[src/rtl/uart_pid_frame_tx_pkg.sv]
// Shared constants, FSM encoding and frame-assembly helpers for the PID frame transmitter.
package uart_pid_frame_tx_pkg;

    localparam logic [7:0]  FRAME_HEADER = 8'hA5;
    localparam int unsigned FRAME_BYTES  = 10;
    localparam int unsigned IDX_W        = 4;

    typedef enum logic [2:0] {
        ST_IDLE,
        ST_LOAD,
        ST_SEND,
        ST_NEXT,
        ST_DONE
    } state_e;

    typedef struct packed {
        logic [31:0] a1;
        logic [31:0] a2;
        logic [7:0]  chk;
    } frame_words_t;

    function automatic logic [7:0] payload_xor(input logic [31:0] w1, input logic [31:0] w2);
        return w1[31:24] ^ w1[23:16] ^ w1[15:8] ^ w1[7:0]
             ^ w2[31:24] ^ w2[23:16] ^ w2[15:8] ^ w2[7:0];
    endfunction

    // Byte on the wire at a given frame position: header, a1 MSB-first, a2 MSB-first, checksum.
    function automatic logic [7:0] frame_byte(input logic [IDX_W-1:0] idx, input frame_words_t w);
        logic [7:0] b;
        case (idx)
            4'd0:    b = FRAME_HEADER;
            4'd1:    b = w.a1[31:24];
            4'd2:    b = w.a1[23:16];
            4'd3:    b = w.a1[15:8];
            4'd4:    b = w.a1[7:0];
            4'd5:    b = w.a2[31:24];
            4'd6:    b = w.a2[23:16];
            4'd7:    b = w.a2[15:8];
            4'd8:    b = w.a2[7:0];
            default: b = w.chk;
        endcase
        return b;
    endfunction

endpackage

[src/rtl/uart_pid_frame_tx_uart_tx.sv]
// 8N1 byte serializer: start bit, eight data bits LSB first, stop bit, each CLKS_PER_BIT cycles.
module uart_tx #(
    parameter int unsigned CLK_FREQ  = 50_000_000,
    parameter int unsigned BAUD_RATE = 9600
) (
    input  logic       clk,
    input  logic       rst,
    input  logic       start,
    input  logic [7:0] data,
    output logic       tx,
    output logic       tx_busy,
    output logic       tx_done
);

    localparam int unsigned CLKS_PER_BIT = CLK_FREQ / BAUD_RATE;
    localparam int unsigned CNT_W        = (CLKS_PER_BIT > 1) ? $clog2(CLKS_PER_BIT) : 1;

    logic             busy_q, busy_d;
    logic             tx_q, tx_d;
    logic [CNT_W-1:0] cnt_q, cnt_d;
    logic [3:0]       nbit_q, nbit_d;
    logic [7:0]       sh_q, sh_d;

    always_ff @(posedge clk) begin
        if (rst) begin
            busy_q <= 1'b0;
            tx_q   <= 1'b1;
            cnt_q  <= '0;
            nbit_q <= '0;
            sh_q   <= '0;
        end else begin
            busy_q <= busy_d;
            tx_q   <= tx_d;
            cnt_q  <= cnt_d;
            nbit_q <= nbit_d;
            sh_q   <= sh_d;
        end
    end

    // nbit_q: 0 = start bit, 1..8 = data bits, 9 = stop bit.
    always_comb begin
        busy_d = busy_q;
        tx_d   = tx_q;
        cnt_d  = cnt_q;
        nbit_d = nbit_q;
        sh_d   = sh_q;
        if (!busy_q) begin
            if (start) begin
                busy_d = 1'b1;
                tx_d   = 1'b0;
                cnt_d  = '0;
                nbit_d = '0;
                sh_d   = data;
            end
        end else if (cnt_q == CNT_W'(CLKS_PER_BIT - 1)) begin
            cnt_d = '0;
            if (nbit_q == 4'd9) begin
                busy_d = 1'b0;
                tx_d   = 1'b1;
            end else if (nbit_q == 4'd8) begin
                tx_d   = 1'b1;
                nbit_d = 4'd9;
            end else begin
                tx_d   = sh_q[0];
                sh_d   = {1'b0, sh_q[7:1]};
                nbit_d = nbit_q + 4'd1;
            end
        end else begin
            cnt_d = cnt_q + CNT_W'(1);
        end
    end

    // Reported two cycles before the stop bit ends so the framer can queue the next byte
    // without stretching the inter-byte gap.
    assign tx_done = busy_q && (nbit_q == 4'd9) && (cnt_q == CNT_W'(CLKS_PER_BIT - 2));
    assign tx      = tx_q;
    assign tx_busy = busy_q;

endmodule

[src/rtl/uart_pid_frame_tx.sv]
// Frames two 32-bit PID words as header + 8 payload bytes + XOR checksum over a UART line.
module uart_pid_frame_tx
    import uart_pid_frame_tx_pkg::*;
#(
    parameter int unsigned CLK_FREQ  = 50_000_000,
    parameter int unsigned BAUD_RATE = 9600
) (
    input  logic        clk,
    input  logic        rst,
    input  logic [31:0] a1,
    input  logic [31:0] a2,
    input  logic        send,
    output logic        tx,
    output logic        busy,
    output logic        done
);

    state_e           state_q, state_d;
    logic [IDX_W-1:0] idx_q, idx_d;
    frame_words_t     words_q, words_d;
    logic             start_q, start_d;
    logic [7:0]       byte_q, byte_d;
    logic             busy_q, busy_d;
    logic             done_q, done_d;
    logic             ser_busy;
    logic             ser_done;

    always_ff @(posedge clk) begin
        if (rst) begin
            state_q <= ST_IDLE;
            idx_q   <= '0;
            words_q <= '0;
            start_q <= 1'b0;
            byte_q  <= '0;
            busy_q  <= 1'b0;
            done_q  <= 1'b0;
        end else begin
            state_q <= state_d;
            idx_q   <= idx_d;
            words_q <= words_d;
            start_q <= start_d;
            byte_q  <= byte_d;
            busy_q  <= busy_d;
            done_q  <= done_d;
        end
    end

    always_comb begin
        state_d = state_q;
        idx_d   = idx_q;
        words_d = words_q;
        start_d = 1'b0;
        byte_d  = byte_q;
        done_d  = 1'b0;
        case (state_q)
            ST_IDLE, ST_DONE: begin
                // DONE also accepts so that a held send yields back-to-back frames.
                state_d = ST_IDLE;
                if (send) begin
                    state_d     = ST_LOAD;
                    idx_d       = '0;
                    words_d.a1  = a1;
                    words_d.a2  = a2;
                    words_d.chk = payload_xor(a1, a2);
                end
            end
            ST_LOAD: begin
                if (!ser_busy) begin
                    start_d = 1'b1;
                    byte_d  = frame_byte(idx_q, words_q);
                    state_d = ST_SEND;
                end
            end
            ST_SEND: begin
                if (ser_done) state_d = ST_NEXT;
            end
            ST_NEXT: begin
                if (idx_q == IDX_W'(FRAME_BYTES - 1)) begin
                    state_d = ST_DONE;
                    done_d  = 1'b1;
                end else begin
                    idx_d   = idx_q + IDX_W'(1);
                    state_d = ST_LOAD;
                end
            end
            default: state_d = ST_IDLE;
        endcase
        busy_d = (state_d == ST_LOAD) || (state_d == ST_SEND) || (state_d == ST_NEXT);
    end

    uart_tx #(
        .CLK_FREQ (CLK_FREQ),
        .BAUD_RATE(BAUD_RATE)
    ) u_uart_tx (
        .clk    (clk),
        .rst    (rst),
        .start  (start_q),
        .data   (byte_q),
        .tx     (tx),
        .tx_busy(ser_busy),
        .tx_done(ser_done)
    );

    assign busy = busy_q;
    assign done = done_q;

endmodule
[config.mk]
export PLATFORM = sky130hd
export DESIGN_NAME = uart_pid_frame_tx
export DESIGN_NICKNAME = d
export VERILOG_FILES = /design/src/rtl/uart_pid_frame_tx_pkg.sv /design/src/rtl/uart_pid_frame_tx_uart_tx.sv /design/src/rtl/uart_pid_frame_tx.sv
export SDC_FILE = /design/constraint.sdc
export NUM_CORES = 1
export LEC_CHECK = 0
export BUFFER_PORTS_ARGS = -buffer_cell sky130_fd_sc_hd__buf_4
export CAP_MARGIN = 20
export CORE_ASPECT_RATIO = 0.9
export CORE_MARGIN = 5
export CORE_UTILIZATION = 50
export DETAILED_ROUTE_END_ITERATION = 7
export PLACE_DENSITY = 0.75
export REMOVE_ABC_BUFFERS = 1
export SKIP_CTS_REPAIR_TIMING = 1
export SYNTH_ARGS = -nofsm -noshare
export SYNTH_HDL_FRONTEND = slang
export SYNTH_HIERARCHICAL = 1
export SYNTH_SLANG_ARGS = --single-unit
[constraint.sdc]
create_clock -name clk -period 2.3 [get_ports clk]
set_input_delay 0.46 -clock clk [delete_from_list [all_inputs] [get_ports clk]]
set_output_delay 0.46 -clock clk [all_outputs]
set_load 0.02 [all_outputs]
Word level (Yosys, flattened, before mapping)
Index checks and enable logic that the tools add are counted.

storage, ports and cells
  flip-flop bits (word level) = 117
  input bits = 67
  output and inout bits = 3
  logic and storage cells = 102

cells by class
  add/sub/neg operators = 3
  eq/ne operators = 25
  muxes and demuxes = 33
  bitwise logic cells = 10
  reduce and logical (&&, ||, !) cells = 17

operators with widths
  kind                   number
  $pmux 8 s9             1
  $xor 8x8->8            7
  $mux 8                 5
  $mux 13                3
  $mux 4                 7
  $eq 13x13->1 const B   2
  $eq 4x3->1 const B     4
  $eq 4x4->1 const B     4
  $add 13x1->13 const B  1
  $eq 3x2->1 const B     4
  $mux 1                 12
  $pmux 3 s4             1
  $ne 2x2->1 const B     5
  $mux 3                 3
  $add 4x1->4 const B    2
  $eq 4x2->1 const B     2
  $pmux 4 s2             1
  $eq 3x1->1 const B     2
  $reduce_and 2->1       3
  $reduce_and 3->1       2
  $reduce_or 2->1        3
  $eq 4x1->1 const B     1
  $logic_not 4->1        1
  $reduce_and 4->1       1
  other kinds (6)        11

Depth between registers and ports, before layout
Gate-level depths: netlist of the first run.

  depth after elaboration = 8
  mapped depth = 9
  mapped depth without buffers = 8

By module
The synthesis of the first run kept the hierarchy.

modules (own cells, without submodules)
  module             times used  cells an instance  area an instance (um^2)  seq. area each (um^2)
  uart_pid_frame_tx  1           524                4321.6                   1801.7
  uart_tx            1           181                1505.2                   540.5

Worst setup path before layout of the first run
OpenSTA, ideal clock, no wires.

  kind = reg2reg
  start = register idx_q[0]
  end = register byte_q[2]
  library setup time = 136 ps
  data arrival time = 1623 ps
  required time = 2164 ps
  slack = 541 ps
  stages on the path, launching flop included = 9
  buffers on the path = 1
  clock period less this slack = 1759 ps
  cells stage by stage = dfxtp_1 inv_1 ha_1 buf_6 nor2b_4 or3_1 a21oi_2 o21a_1 nor4_2

on the way
  longest elaborated chain between the ends = 2
  elaborated cells between the ends (all ways) = 10
  those cells by class = eq/ne: 8; mux: 1; reduce/logical: 1

RTL lines
  item                                RTL line                     source
  start, declared                     uart_pid_frame_tx.sv:19      logic [IDX_W-1:0] idx_q, idx_d;
  start signal, assigned              uart_pid_frame_tx.sv:39      idx_q <= idx_d;
  $eq 4x4->1 (tied with other cells)  uart_pid_frame_tx_pkg.sv:30  case (idx)
  $pmux 8 s9 (*)                      uart_pid_frame_tx_pkg.sv:30
  end signal, assigned                uart_pid_frame_tx.sv:42      byte_q <= byte_d;
  end, declared                       uart_pid_frame_tx.sv:22      logic [7:0] byte_q, byte_d;

Mark *: on every way between the ends. The rest lies on a longest branch, timed or not.
A chain may end at the register's enable or synchronous reset.

Worst setup path in the final report of the first run
  start = register u_uart_tx.cnt_q[1]
  end = register u_uart_tx.tx_q (netlist: u_uart_tx/tx)

on the way
  longest elaborated chain between the ends = 3

RTL lines
  item                               RTL line                         source
  start, declared                    uart_pid_frame_tx_uart_tx.sv:20  logic [CNT_W-1:0] cnt_q, cnt_d;
  start signal, assigned             uart_pid_frame_tx_uart_tx.sv:34  cnt_q <= cnt_d;
  $eq 13x13->1                       uart_pid_frame_tx_uart_tx.sv:55  end else if (cnt_q == CNT_W'(CLKS_PER_BIT - 1)) begin
  $ne 2x2->1 (no source line)        n/a
  $reduce_and 2->1 (no source line)  n/a
  end signal, assigned               uart_pid_frame_tx_uart_tx.sv:33  tx_q <= tx_d;
  end, declared                      uart_pid_frame_tx_uart_tx.sv:19  logic tx_q, tx_d;

No other way between the ends.

==> metrics.txt, run 1 <==
vias per cell=5.713; ANT cells=0; worst vdd ir=0.0005423 V; Synth cell types=60; fin crit period=2.075 ns; Final Core Density=61.23%; async set or reset register ratio after synthesis=0%; crit path from=u_uart_tx/cnt_q[1]; hold path startpoint=a1[31]; Peak Freq=481.8 MHz; GRT Total Usage=21.33%; Layout Cells excl Fill=923; Die W=123.8 µm; relative slew slack=50.10%; status=completed; synthesis-to-layout area growth=20.16%; nets=830; Top FF cell, synth=dfxtp_1; synth top area cells=dfxtp_1, nand2_1, xnor2_1; placement-stage cell area=6350 µm²; Clock Sinks=117; Hold Path Class=in2reg; Clock Pin Slew Worst Setup and Hold Paths=0.06 ns; critical path launch point type=flop; crit path kind=reg2reg; DRT Pass-1 Iters=5; row cnt=37; number of DRC markers in iteration 0=401; GPL Wtd Cong=0.8600; WL per Instance=15.88 µm; fin area=7002 µm²; port bufs=69; TritonCTS clock tree=built; unrepaired setup endpoints after global routing=no; cts bufs inserted=17; reg2reg start=u_uart_tx/cnt_q[1]; Slew Limit Fails=0; Remaining DRCs=0; CTS root buf=clkbuf_16; number of flops mapped to enable cells by yosys=0; post-route clock period utilization=90.23%; clock buffer depth=2; vias in the first global route=5072; Commonest cells post-synth=nand2_1, dfxtp_1, a21oi_1, xnor2_1, nor2_1; Placed Cells incl. Taps=891; Mean Syn Cell Area=8.265 µm²; worst-margin pin slew=0.7474 ns; share of cells above drive strength 1=17.47%; Gate Count Post-Synth=705; top cell type's share of synthesized area=40.20%; CORE AREA=11430 µm²; CP Data Arrival Time=2.37 ns; initial antenna violation count=0; most common cell in the netlist=nand2_1; power per standard cell area=833.2 nW/µm²; area of the mapped netlist=5827 µm²; via count=5273; CP Max Fanout=17; num ports=70; die area=13920 µm²; # setup viols final=0; Crit path required time=2.59 ns; Initial Util=50.96%; routed wire length=14650 µm; Seq cells post-synth=117; largest area contributor in the netlist=dfxtp_1; Setup Skew=0.01015 ns; Worst setup EP type=flop; Final Hold Viols=0; global-route wire length before repair=23890 µm; Die H=112.4 µm; Lkg Pwr=2.553 nW; H-tree Lvls=4; sequential share of the synthesized area=40.20%; Synth Warn #=6; total of max-cap violations=0; hold slack=0.3060 ns; total global routing overflow=0; worst skew pair latency=0.41 ns; largest net degree at the start of global routing=84; Total Neg Setup Slack=0 ns; Final ANT Viol Nets=0; Post-DP HPWL=9543 µm
==> kinds of logic (layout without fill, tap and decap cells) <==
kind of cell / count (synthesis) / count (layout) / share of synthesized area (%)
AOI/OAI and AO/OA: 176 / 176 / 19.65
xor gates and xnor gates: 59 / 59 / 8.868
adders and majority gates: 9 / 9 / 1.933
buffers and inverters: 62 / 124 / 6.012
DFF: 117 / 117 / 40.20
muxes: 4 / 4 / 0.7515
and+or+nand+nor: 278 / 278 / 22.59
==> registers in the layout, indices dropped and copies added (netlist names) <==
name	flops
u_uart_tx/tx_busy	1
u_uart_tx/sh_q	8
state_q	3
start_q	1
idx_q	4
done	1
words_q	72
u_uart_tx/nbit_q	4
busy	1
u_uart_tx/tx	1
u_uart_tx/cnt_q	13
byte_q	8
==> per-layer routing <==
| layer | global-route usage, % | wire (µm) | vias up |
|---|---|---|---|
| li1 | - | - | 2584 |
| met1 | 26.27 | 6306 | 2494 |
| met2 | 35.42 | 7295 | 174 |
| met3 | 6.045 | 795 | 21 |
| met4 | 7.528 | 257 | 0 |
| met5 | 0 | 0 | - |
==> critical path, cell delays in order, from the launching register on <==
cell	delay, ns
dfxtp_1	0.37
ha_1	0.25
and4b_1	0.23
and4_1	0.59
a21oi_1	0.17
a311o_1	0.35
==> per-stage QoR <==
stage	worst slack, ns	total power [mW]
after CTS	0.1433	5.866
after detailed placement	0.1689	2.990
final	0.2246	5.834
after global routing	0.1137	6.040
after floorplan	-0.02087	2.702
after global placement	0.2793	2.965
==> power by group <==
| group | switching [mW] | internal (mW) |
|---|---|---|
| sequential | 0.0867 | 2.16 |
| clock | 0.992 | 1.88 |
| combinational | 0.385 | 0.325 |
| total | 1.46 | 4.37 |
==> layout make-up <==
| type | count | area (µm²) |
|---|---|---|
| timing repair buffer | 81 | 633.1 |
| inverter | 11 | 41.29 |
| fill | 976 | 4433 |
| tap | 156 | 195.2 |
| clock buffer | 19 | 452.9 |
| clock inverter | 13 | 195.2 |
| sequential | 117 | 2342 |
| multi-input combinational | 526 | 3142 |
==> cell usage in the layout, fill, tap and decap left out, types with 5 or more instances in the layout <==
| master | count |
|---|---|
| nor2_1 | 41 |
| xnor2_1 | 57 |
| ha_1 | 9 |
| clkbuf_16 | 17 |
| a211oi_1 | 12 |
| o211ai_1 | 6 |
| inv_1 | 10 |
| a222oi_1 | 11 |
| nand4_1 | 8 |
| nand3b_1 | 5 |
| a31oi_1 | 24 |
| buf_4 | 79 |
| nand2_1 | 154 |
| nor3_1 | 14 |
| or4_1 | 8 |
| dfxtp_1 | 117 |
| o221a_1 | 7 |
| a22oi_1 | 8 |
| nand3_1 | 10 |
| nor4_2 | 5 |
| a21oi_1 | 84 |
==> worst paths after layout <==
kind	to	slack (ns)	cells after the start
max	u_uart_tx/tx	0.22	5
min reg2reg	words_q[54]	0.46	2
max reg2reg	u_uart_tx/tx	0.22	5
min	words_q[71]	0.31	3
Power figures use the tool's default switching activity.
==> run 2, diff against run 1 <==
- CORE_UTILIZATION: 50 -> 56
- PLACE_DENSITY: 0.75 -> 0.82
==> run 2 against run 1 <==
- hold slack better by 0.0077 ns
- clock skew down 0.0035 ns
- clock-buffer cell count down 1
- highest routed layer unchanged
- critical path type unchanged
- non-clock buffer count up 1
- worst setup slack worse by 0.016 ns
- utilization up 6.7 points
- fmax down 0.76%
- critical path depth up 2
==> metrics.txt, run 2 (synthesis results as in run 1) <==
FF-to-FF path depth=7; Peak Freq=478.1 MHz; GPL Wtd Cong=0.8510; die area=12550 µm²; Lkg Pwr=2.532 nW; CTS root buf=clkbuf_16; Setup Skew=0.006645 ns; DRT Pass-1 Iters=6; CP Data Arrival Time=2.36 ns; Crit path required time=2.57 ns; Post-DP HPWL=9741 µm; H-tree Lvls=4; Die H=106.8 µm; hold path startpoint=a1[30]; CP Max Fanout=9; met3 Resource Use GR=6.224%; WHS Path Cells=3; slack of the worst reg-to-reg path=0.21 ns; critical path launch point type=flop; relative slew slack=48.18%; vias per cell=5.990; Fill cells=790; Clock Pin Slew Worst Setup and Hold Paths=0.06 ns; vias in the first global route=5255; status=completed; Total Neg Setup Slack=0 ns; fin area=6930 µm²; via count=5373; crit path kind=reg2reg; row cnt=35; Initial Util=57.11%; largest net degree at the start of global routing=67; Die W=117.5 µm; Top Registers=words_q (72), u_uart_tx/cnt_q (13); CORE AREA=10200 µm²; routed wire length=14540 µm; port bufs=69; placement-stage cell area=6336 µm²; number of DRC markers in iteration 0=630; post-route clock period utilization=90.93%; GRT Total Usage=23.00%; Worst setup EP type=flop; total global routing overflow=0; nets=831; worst vdd ir=0.0007419 V; num ports=70; # setup viols final=0; Final ANT Viol Nets=0; WHS Endpoint=words_q[70]; Hold Path Class=in2reg; unrepaired setup endpoints after global routing=no; synthesis-to-layout area growth=18.94%; Final Hold Viols=0; worst r2r dst=byte_q[5]; power per standard cell area=803.7 nW/µm²; TritonCTS clock tree=built; Global Route met1 Usage=27.61%; global-route wire length before repair=24040 µm; total of max-cap violations=0; ANT cells=0; Remaining DRCs=0; share of cells above drive strength 1=17.58%; initial antenna violation count=0; gr busiest metal=met2; number of flip-flops in the largest register=72; GRT met2 Usage=39.62%; WL per Instance=16.21 µm; Top reg by flops=words_q; clock buffer depth=2; Slew Limit Fails=0; most frequent cells in the layout=nand2_1, dfxtp_1, a21oi_1; Clock Sinks=117; total power=5.570 mW; most common cell after layout, fill and taps aside=nand2_1; cts bufs inserted=17; fin crit period=2.091 ns; reg2reg start=idx_q[0]; worst-margin pin slew=0.7762 ns; worst skew pair latency=0.41 ns
run 2: report_power, final:
part / internal [mW] / switching (mW) / total (mW)
clock: 1.63 / 0.972 / 2.60
combinational: 0.331 / 0.392 / 0.722
sequential: 2.16 / 0.0862 / 2.25
total: 4.12 / 1.45 / 5.57
run 2: area by class of cell:
class                   count  area, µm²  share of cell area, %
multi-input cells         526       3142                  45.33
clock buffers              18      439.2                  6.337
flip-flops and latches    117       2342                  33.80
well taps                 129      161.4                  2.329
repair buffers             82      653.1                  9.424
inverters                  11      41.29                 0.5958
clock inverters            14      151.4                  2.185
run 2: critical path, cell delays in order, from the launching register on:
cell and delay, ns:
dfxtp_1 0.39, inv_1 0.10, ha_1 0.35, nor2b_4 0.22, or3_1 0.39, a21oi_2 0.24
o21a_1 0.19, nor4_2 0.06
run 2: how the worst max path moves through the flow:
stage	startpoint	end	slack (ns)	cells after the start
after floorplan	state_q[1]	busy	-0.02	4
after global placement	idx_q[0]	byte_q[6]	0.11	7
after detailed placement	idx_q[0]	byte_q[6]	-0.08	7
after CTS	idx_q[0]	byte_q[6]	-0.09	7
after global routing	idx_q[0]	byte_q[3]	0.006	7
final	idx_q[0]	byte_q[5]	0.21	7
run 2: per-layer routing:
layer	vias to the layer above	part of all wire, %
li1	2585	-
met1	2559	41
met2	194	51
met3	35	6.0
met4	0	1.8
met5	-	0
run 2: stage by stage:
step	instances	hold WS (ns)	setup slack, ns	utilization (%)
after floorplan	654	0.4262	-0.02087	-
after global placement	865	0.4414	0.1144	62.10
after detailed placement	865	0.4477	-0.08129	62.10
after CTS	897	0.3002	-0.08833	67.88
after global routing	897	0.2937	0.005900	67.92
final	897	0.3137	0.2086	67.92
==> run 3, diff against run 2 <==
- BUFFER_PORTS_ARGS: -buffer_cell sky130_fd_sc_hd__buf_4 -> -buffer_cell sky130_fd_sc_hd__buf_2
==> run 3 against run 2 <==
- routed wire length fell by 3.5%
- worst setup slack got worse by 0.021 ns
- critical path type unchanged
- via count fell by 0.56%
- cell area fell by 1.9%
- largest power group unchanged
- highest routed layer unchanged
- die area did not move
- register-to-register slack got worse by 0.02 ns
- first-iteration DRC count rose by 3.8%
- fmax fell by 1.0%
==> metrics.txt, run 3 (synthesis results as in run 1) <==
status=completed; Clock Sinks=117; GPL Wtd Cong=0.8547; critical-path cell list=inv_1 > ha_1 > nand2b_1 > a21oi_2 > o221ai_1 > o211ai_1 > a21oi_1; Hold Path Class=in2reg; die area=12550 µm²; vias per cell=5.937; FF-to-FF path depth=7; clock buffer depth=2; number of flip-flops in the largest register=72; number of DRC markers in iteration 0=654; number of stages on the worst setup path=7; slack of the worst reg-to-reg path=0.19 ns; power per standard cell area=830.0 nW/µm²; row cnt=35; Post-DP HPWL=9634 µm; CP top delay family=compound AO/OA/AOI/OAI gates; WL per Instance=15.59 µm; crit path from=idx_q[0]; share of cells above drive strength 1=17.64%; worst slack at placement=-0.01497 ns; CP Data Arrival Time=2.40 ns; Clock Pin Slew Worst Setup and Hold Paths=0.05 ns; Lkg Pwr=2.507 nW; post-route clock period utilization=91.86%; worst vdd ir=0.0009516 V; largest net degree at the start of global routing=84; fin crit period=2.113 ns; Initial Util=57.11%; H-tree Lvls=4; reg2reg start=idx_q[0]; port bufs=69; worst r2r dst=byte_q[3]; synthesis-to-layout area growth=16.62%; Final Core Density=66.60%; most frequent cells in the layout=nand2_1, dfxtp_1, a21oi_1; initial antenna violation count=0; worst skew pair latency=0.41 ns; Top reg by flops=words_q; most common cell after layout, fill and taps aside=nand2_1; Remaining DRCs=0; Setup Skew=0.006946 ns; relative slew slack=58.17%; Final ANT Viol Nets=0; Crit path required time=2.59 ns; CP Max Fanout=12; total power=5.640 mW; critical path launch point type=flop; Top Registers=words_q (72), u_uart_tx/cnt_q (13); Die W=117.5 µm; ANT cells=0; Slew Limit Fails=0; # setup viols final=0; Peak Freq=473.3 MHz; TritonCTS clock tree=built; global-route wire length before repair=23820 µm; Slowest Stage Delay on Critical Path=0.46 ns; via count=5343; WP buf/inv=1; Total Neg Setup Slack=0 ns; DRT Pass-1 Iters=6; nets=835; total global routing overflow=0; unrepaired setup endpoints after global routing=no; num ports=70; GRT Total Usage=22.48%; CORE AREA=10200 µm²; CTS root buf=clkbuf_16; total of max-cap violations=0; Die H=106.8 µm; Worst setup EP type=flop; Critical Path End=byte_q[3]; cts bufs inserted=17; vias in the first global route=5217; Final Hold Viols=0; worst-margin pin slew=0.6275 ns; slowest cell on the critical path=a21oi_2; crit path kind=reg2reg; PnR worst setup slack=0.1871 ns; routed wire length=14030 µm
run 3: where the power goes:
part | internal (mW) | total [mW] | switching, mW | leakage (nW)
registers | 2.16 | 2.25 | 0.0869 | 0.957
clock network | 1.84 | 2.72 | 0.878 | 0.299
logic | 0.288 | 0.672 | 0.384 | 1.25
run 3: worst min-delay path: stages:
cell and delay, ns:
buf_2 0.11, nand2_1 0.05, a21oi_1 0.05
run 3: how the worst min path moves through the flow:
stage / startpoint / end / cells past startpoint
after floorplan: byte_q[7] / u_uart_tx/sh_q[7] / 2
after global placement: words_q[50] / words_q[50] / 2
after detailed placement: byte_q[7] / u_uart_tx/sh_q[7] / 2
after CTS: a2[1] / words_q[9] / 3
after global routing: a2[31] / words_q[39] / 3
final: a1[31] / words_q[71] / 3
run 3: per-stage QoR:
| stage | cells | hold slack (ns) | area, µm² |
|---|---|---|---|
| 2_1_floorplan | 654 | 0.4262 | 5518 |
| 5_1_grt | 900 | 0.3077 | 6795 |
| 3_3_place_gp | 869 | 0.4420 | 6171 |
| 3_5_place_dp | 869 | 0.4456 | 6171 |
| 6_report | 900 | 0.3061 | 6795 |
| 4_1_cts | 900 | 0.2950 | 6792 |
run 3: routing by layer:
layer	track usage (%)	wire, µm	vias up
met2	38.45	6991	177
met4	7.617	201	0
met1	28.16	6059	2549
met3	5.011	781	24
li1	-	-	2593
met5	0	0	-
run 3: cell type report:
type	count	area (µm²)
multi-input combinational	526	3142
inverter	11	41.29
tap	129	161.4
timing repair buffer	86	488.0
sequential	117	2342
clock inverter	7	118.9
fill	789	3408
clock buffer	24	501.7
